$ cat src/rtl/opcodes.sv
// Shared decoded-opcode definitions plus the control-flow helpers used by
// hazard_scoreboard.
package opcodes;

  typedef enum logic [3:0] {
    OP_NOP, OP_ALU, OP_LOAD, OP_STORE, OP_MUL, OP_DIV,
    OP_BEQ, OP_BNE, OP_BLT, OP_BGE, OP_BLTU, OP_BGEU,
    OP_JAL, OP_JALR
  } opcode_out_t;

  localparam int BR_DECODE_BUBBLE = 0;
  localparam int BR_PREDICT_NT    = 1;

  function automatic logic is_control_flow(opcode_out_t op);
    case (op)
      OP_BEQ, OP_BNE, OP_BLT, OP_BGE, OP_BLTU, OP_BGEU, OP_JAL, OP_JALR:
        return 1'b1;
      default:
        return 1'b0;
    endcase
  endfunction

endpackage

$ cat src/rtl/hazard_scoreboard_scoreboard.sv
// Per-register busy bits and outstanding-write counter. When one register is
// set and cleared on the same edge, the set wins.
module reg_scoreboard #(
  parameter int NUM_REGS        = 32,
  parameter int IDX_W           = $clog2(NUM_REGS),
  parameter int MAX_OUTSTANDING = 4,
  parameter int CNT_W           = $clog2(MAX_OUTSTANDING + 1)
) (
  input  logic                clk,
  input  logic                rst_n,
  input  logic                set_en,
  input  logic [IDX_W-1:0]    set_idx,
  input  logic                clr_en,
  input  logic [IDX_W-1:0]    clr_idx,
  output logic                clr_hit,
  output logic [NUM_REGS-1:0] busy_vec,
  output logic [CNT_W-1:0]    outstanding
);

  logic [NUM_REGS-1:0] busy_nxt;

  assign clr_hit = clr_en & busy_vec[clr_idx];

  always_comb begin
    busy_nxt = busy_vec;
    if (clr_hit) busy_nxt[clr_idx] = 1'b0;
    if (set_en)  busy_nxt[set_idx] = 1'b1;
    busy_nxt[0] = 1'b0;
  end

  always_ff @(posedge clk or negedge rst_n) begin
    if (!rst_n) begin
      busy_vec    <= '0;
      outstanding <= '0;
    end else begin
      busy_vec <= busy_nxt;
      if (set_en && !clr_hit)
        outstanding <= outstanding + CNT_W'(1);
      else if (clr_hit && !set_en)
        outstanding <= outstanding - CNT_W'(1);
    end
  end

endmodule

$ cat src/rtl/hazard_scoreboard.sv
// ID-stage hazard unit: RAW/WAW/structural stalls against the long-latency
// scoreboard, plus EX redirect and optional decode-bubble branch handling.
module hazard_scoreboard
  import opcodes::*;
#(
  parameter int NUM_REGS        = 32,
  parameter int IDX_W           = $clog2(NUM_REGS),
  parameter int MAX_OUTSTANDING = 4,
  parameter int BRANCH_MODE     = 1,
  parameter int STALL_CNT_W     = 16
) (
  input  logic                                 clk,
  input  logic                                 rst_n,
  input  logic                                 id_valid,
  input  opcode_out_t                          id_opcode,
  input  logic [IDX_W-1:0]                     id_rs1_idx,
  input  logic [IDX_W-1:0]                     id_rs2_idx,
  input  logic                                 id_rs1_used,
  input  logic                                 id_rs2_used,
  input  logic [IDX_W-1:0]                     id_rd_idx,
  input  logic                                 id_rd_we,
  input  logic                                 id_long_lat,
  input  logic                                 ex_redirect,
  input  logic                                 wb_valid,
  input  logic [IDX_W-1:0]                     wb_idx,
  output logic                                 fe_enable,
  output logic                                 ifid_clear,
  output logic                                 idex_clear,
  output logic                                 id_issue,
  output logic [NUM_REGS-1:0]                  busy_vec,
  output logic [$clog2(MAX_OUTSTANDING+1)-1:0] outstanding,
  output logic [STALL_CNT_W-1:0]               stall_count,
  output logic                                 err_spurious_wb
);

  localparam int CNT_W = $clog2(MAX_OUTSTANDING + 1);

  logic clr_hit, set_en, rd_nz;
  logic eb_rs1, eb_rs2, eb_rd;
  logic raw_haz, waw_haz, struct_haz, stall, br_bubble;

  // Effective busy forwards a same-cycle writeback, so it never stalls.
  assign eb_rs1 = (id_rs1_idx != '0) & busy_vec[id_rs1_idx] & ~(wb_valid & (wb_idx == id_rs1_idx));
  assign eb_rs2 = (id_rs2_idx != '0) & busy_vec[id_rs2_idx] & ~(wb_valid & (wb_idx == id_rs2_idx));
  assign eb_rd  = (id_rd_idx  != '0) & busy_vec[id_rd_idx]  & ~(wb_valid & (wb_idx == id_rd_idx));
  assign rd_nz  = (id_rd_idx != '0);

  assign raw_haz    = id_valid & ((id_rs1_used & eb_rs1) | (id_rs2_used & eb_rs2));
  assign waw_haz    = id_valid & id_rd_we & eb_rd;
  assign struct_haz = id_valid & id_long_lat & id_rd_we & rd_nz &
                      ((outstanding - CNT_W'(clr_hit)) == CNT_W'(MAX_OUTSTANDING));
  assign stall      = raw_haz | waw_haz | struct_haz;
  assign br_bubble  = (BRANCH_MODE == BR_DECODE_BUBBLE) && is_control_flow(id_opcode);

  always_comb begin
    fe_enable  = 1'b1;
    ifid_clear = 1'b0;
    idex_clear = 1'b0;
    id_issue   = 1'b0;
    if (ex_redirect) begin
      ifid_clear = 1'b1;
      idex_clear = 1'b1;
    end else if (stall) begin
      fe_enable  = 1'b0;
      idex_clear = 1'b1;
    end else begin
      id_issue = id_valid;
      if (id_valid && br_bubble) begin
        ifid_clear = 1'b1;
        fe_enable  = 1'b0;
      end
    end
  end

  assign set_en = id_issue & id_long_lat & id_rd_we & rd_nz;

  reg_scoreboard #(
    .NUM_REGS        (NUM_REGS),
    .IDX_W           (IDX_W),
    .MAX_OUTSTANDING (MAX_OUTSTANDING),
    .CNT_W           (CNT_W)
  ) u_sb (
    .clk         (clk),
    .rst_n       (rst_n),
    .set_en      (set_en),
    .set_idx     (id_rd_idx),
    .clr_en      (wb_valid),
    .clr_idx     (wb_idx),
    .clr_hit     (clr_hit),
    .busy_vec    (busy_vec),
    .outstanding (outstanding)
  );

  always_ff @(posedge clk or negedge rst_n) begin
    if (!rst_n) begin
      stall_count     <= '0;
      err_spurious_wb <= 1'b0;
    end else begin
      if (!ex_redirect && stall && (stall_count != '1))
        stall_count <= stall_count + STALL_CNT_W'(1);
      if (wb_valid && !busy_vec[wb_idx])
        err_spurious_wb <= 1'b1;
    end
  end

endmodule

$ cat config.mk
export PLATFORM = sky130hd
export DESIGN_NAME = hazard_scoreboard
export DESIGN_NICKNAME = d
export VERILOG_FILES = /design/src/rtl/opcodes.sv /design/src/rtl/hazard_scoreboard_scoreboard.sv /design/src/rtl/hazard_scoreboard.sv
export SDC_FILE = /design/constraint.sdc
export NUM_CORES = 1
export LEC_CHECK = 0
export ABC_AREA = 1
export CAP_MARGIN = 15
export CORE_MARGIN = 5
export CORE_UTILIZATION = 30
export CTS_BUF_LIST = sky130_fd_sc_hd__clkbuf_4
export DETAILED_ROUTE_END_ITERATION = 12
export PLACE_DENSITY = 0.55
export SLEW_MARGIN = 20
export SYNTH_ARGS = -nofsm -noshare
export SYNTH_HDL_FRONTEND = slang
export SYNTH_SLANG_ARGS = --single-unit
$ cat constraint.sdc
create_clock -name clk -period 7.6 [get_ports clk]
set_input_delay 1.52 -clock clk [delete_from_list [all_inputs] [get_ports clk]]
set_output_delay 1.52 -clock clk [all_outputs]
set_load 0.02 [all_outputs]
==> impl_metrics.json <==
{
  "status": "finished, final reports clean",
  "h-tree-depth": 2,
  "finalNonFillerCells": 987,
  "routed-wl-met3_microns": 1218,
  "synth_nets": 778,
  "regToRegStartpoint": "u_sb.busy_vec[23]",
  "cp_slowest_cell": "clkdlybuf4s50_1",
  "grt_max_degree": 52,
  "setup_tns_ns": 0,
  "yosys_warnings": 0,
  "async_reset_ff_share_pct": 100.0,
  "vias": 5220,
  "startpoint": "wb_idx[0]",
  "ys_types": 37,
  "antenna_cells": 0,
  "setup_viol": 0,
  "remaining_drc_errors": 0,
  "power.density_nw_per_um2": 147.0,
  "cts.repair.resized": 0,
  "worstSkewPairLatency_ns": 0.40,
  "wl_met1_microns": 7688,
  "clkSinkCount": 51,
  "rows": 45,
  "min_to": "err_spurious_wb",
  "cts-root-buf": "clkbuf_4",
  "place.port_buffers": 83,
  "synth_edf_count": 0,
  "cts_buffers": 5,
  "synth_top_cell_by_area": "dfrtp_1",
  "wl_per_cell_microns": 16.98,
  "p_leak_nw": 2.567,
  "hpwlAfterDp_microns": 12060,
  "dr.pass1.iters": 6,
  "r2r_cells": 22,
  "cap_violations": 0,
  "r2r_setup_slack_ns": 4.31,
  "drv_slew": 0,
  "ys_ff_latch": 51,
  "grt_pass1_wl_microns": 27210,
  "cts.path.max_buffers": 2,
  "fin_crit_ns": 6.505,
  "antenna_found_initial": 0,
  "criticalPathCategory": "in2out",
  "arrival_ns": 4.99,
  "synth_top_flop_cell": "dfrtp_1",
  "antenna_left": 0,
  "core-area_sq_um": 14980,
  "synth_top_area_share_pct": 28.18,
  "fin_skew_ns": 0.02537,
  "min_period_over_period_pct": 85.59,
  "avgSynthCellArea_sq_um": 6.103,
  "end_kind": "output port",
  "crit_required_ns": 6.08,
  "overflow": 0,
  "area_delta_synth_final_pct": 20.59,
  "post_cts_buffers": 0,
  "path_clk_slew_ns": 0.16,
  "slew_headroom_pct": 33.59,
  "timing.rr.end": "u_sb.outstanding[2]",
  "vias_per_cell": 5.289,
  "placed_cells": 979,
  "nNetsFinal": 834,
  "cts_tree": "done",
  "ir_drop_mv": 0.09196,
  "die_h_microns": 132.9,
  "fmax_mhz": 153.7,
  "dieWidth_microns": 132.9,
  "tightest_slew_ns": 0.9950,
  "worst-path-max-fanout": 33,
  "initial_core_util_pct": 30.23,
  "syn_area_sq_um": 4528,
  "synth_area_leaders": "dfrtp_1, nand2_1, nand4_1",
  "wl_met2_microns": 7543,
  "drt_wl_total_microns": 16760,
  "hold_violations": 0,
  "crit_chain": "clkdlybuf4s50_1 -> inv_2 -> nor2_2 -> nand2_1 -> nand3_1 -> nand2_1 -> nand2_1 -> nor2_2 -> nand2_2 -> nand2_2 -> nand2_1 -> nand3_2 -> nand2_1 -> nor2_4 -> nand2_1 -> nor2_1 -> clkdlybuf4s50_1",
  "rsz0062_at_grt": "false",
  "slowest_delay_ns": 0.63,
  "final_layout_size_suffix_gt1_share_pct": 4.756,
  "hold_path_depth": 1,
  "top_layer": "met4",
  "die_area_sq_um": 17650,
  "gr-usage-all-layers_pct": 18.99,
  "crit_path_frequent_cell": "nand2_1",
  "synth_common_cells": "nand2_1, inv_1, nor2_1",
  "synthCells": 742,
  "holdBufCountCts": 0,
  "synth.most_common_cell": "nand2_1",
  "start_kind": "input port",
  "hp-class": "reg2reg",
  "place.gp.congestion": 0.9202,
  "finalPower_uw": 802.9,
  "synth-seq-area-share_pct": 28.18,
  "grt_pass1_vias": 5008,
  "io-pin-count": 89,
  "drt_iter0_drc": 507,
  "min_from": "err_spurious_wb"
}
[layout make-up]
type / count / area [sq um]
multi-input cells: 575 / 2740
fillers: 1661 / 9517
clock inverters: 3 / 17.52
flip-flops and latches: 51 / 1276
repair buffers: 87 / 855.8
clock buffers: 5 / 37.54
well taps: 188 / 235.2
inverters: 78 / 297.8
[state kept, by name, indices dropped and copies added, names as in the netlist]
signal and cells:
u_sb.outstanding 3, stall_count 16, err_spurious_wb 1, u_sb.busy_vec 31
[critical path, delay by kind of cell]
kind | cells | cell delay, ns
buffers and inverters | 3 | 1.62
AND/OR/NAND/NOR | 14 | 1.83
[power breakdown]
group	internal [mW]	switching, mW
clock network	0.0359	0.0951
registers	0.302	0.0442
logic	0.127	0.199
[layer usage]
metal  vias up  GRT usage (%)
met5         -              0
met4         0          5.658
met3        27          2.928
met2       231          29.63
met1      2419          27.06
li1       2543              -
[worst max-delay path by stage]
| stage | slack [ns] | depth (start not counted) | end |
|---|---|---|---|
| after detailed placement | 1.10 | 17 | id_issue |
| final | 1.09 | 17 | id_issue |
| after CTS | 1.08 | 17 | id_issue |
| after global routing | 0.78 | 17 | id_issue |
| after floorplan | 2.78 | 17 | id_issue |
| after global placement | 1.13 | 16 | id_issue |
[through the flow]
| step | instance area [sq um] | util (%) | hold WS (ns) | setup WS (ns) |
|---|---|---|---|---|
| final | 5460 | 36.46 | 0.5270 | 1.095 |
| after global routing | 5460 | 36.46 | 0.5478 | 0.7750 |
| after CTS | 5460 | 36.46 | 0.5370 | 1.079 |
| after detailed placement | 5405 | 36.09 | 0.4978 | 1.095 |
| after global placement | 5405 | 36.09 | 0.4969 | 1.130 |
| after floorplan | 4528 | - | 0.5909 | 2.784 |
[cells in the final DEF (no fill, tap or decap), types with 2 or more instances in the layout]
master           Yosys  final
clkbuf_4             0      5
xnor2_1              7      7
dfrtp_1             51     51
nand2_1            271    271
clkinv_1             1      2
clkdlybuf4s50_1      0     82
nor2_2               3      3
inv_2                7      7
inv_4                2      2
o21ai_1              2      2
nand3_4              2      2
a21oi_1              6      6
xor2_1               8      8
nor3_2               5      5
nor2_1              66     66
ha_1                 2      2
o22ai_1             21     21
inv_1               68     68
nand3_1             53     53
nand2_2              2      2
o21ai_0             50     50
o211ai_1             5      5
buf_4                5      4
nor3_1              12     12
nand4_1             50     50
[kinds of logic after synthesis]
group,count (synthesis),synth area share (%)
compound gates,88,10.86
xor+xnor,15,2.901
fa+ha+maj,3,0.9947
buf+inv,116,11.30
flops,51,28.18
mux,1,0.2487
other cells,1,0.08282
simple gates,467,45.43
Power figures use the tool's default switching activity.
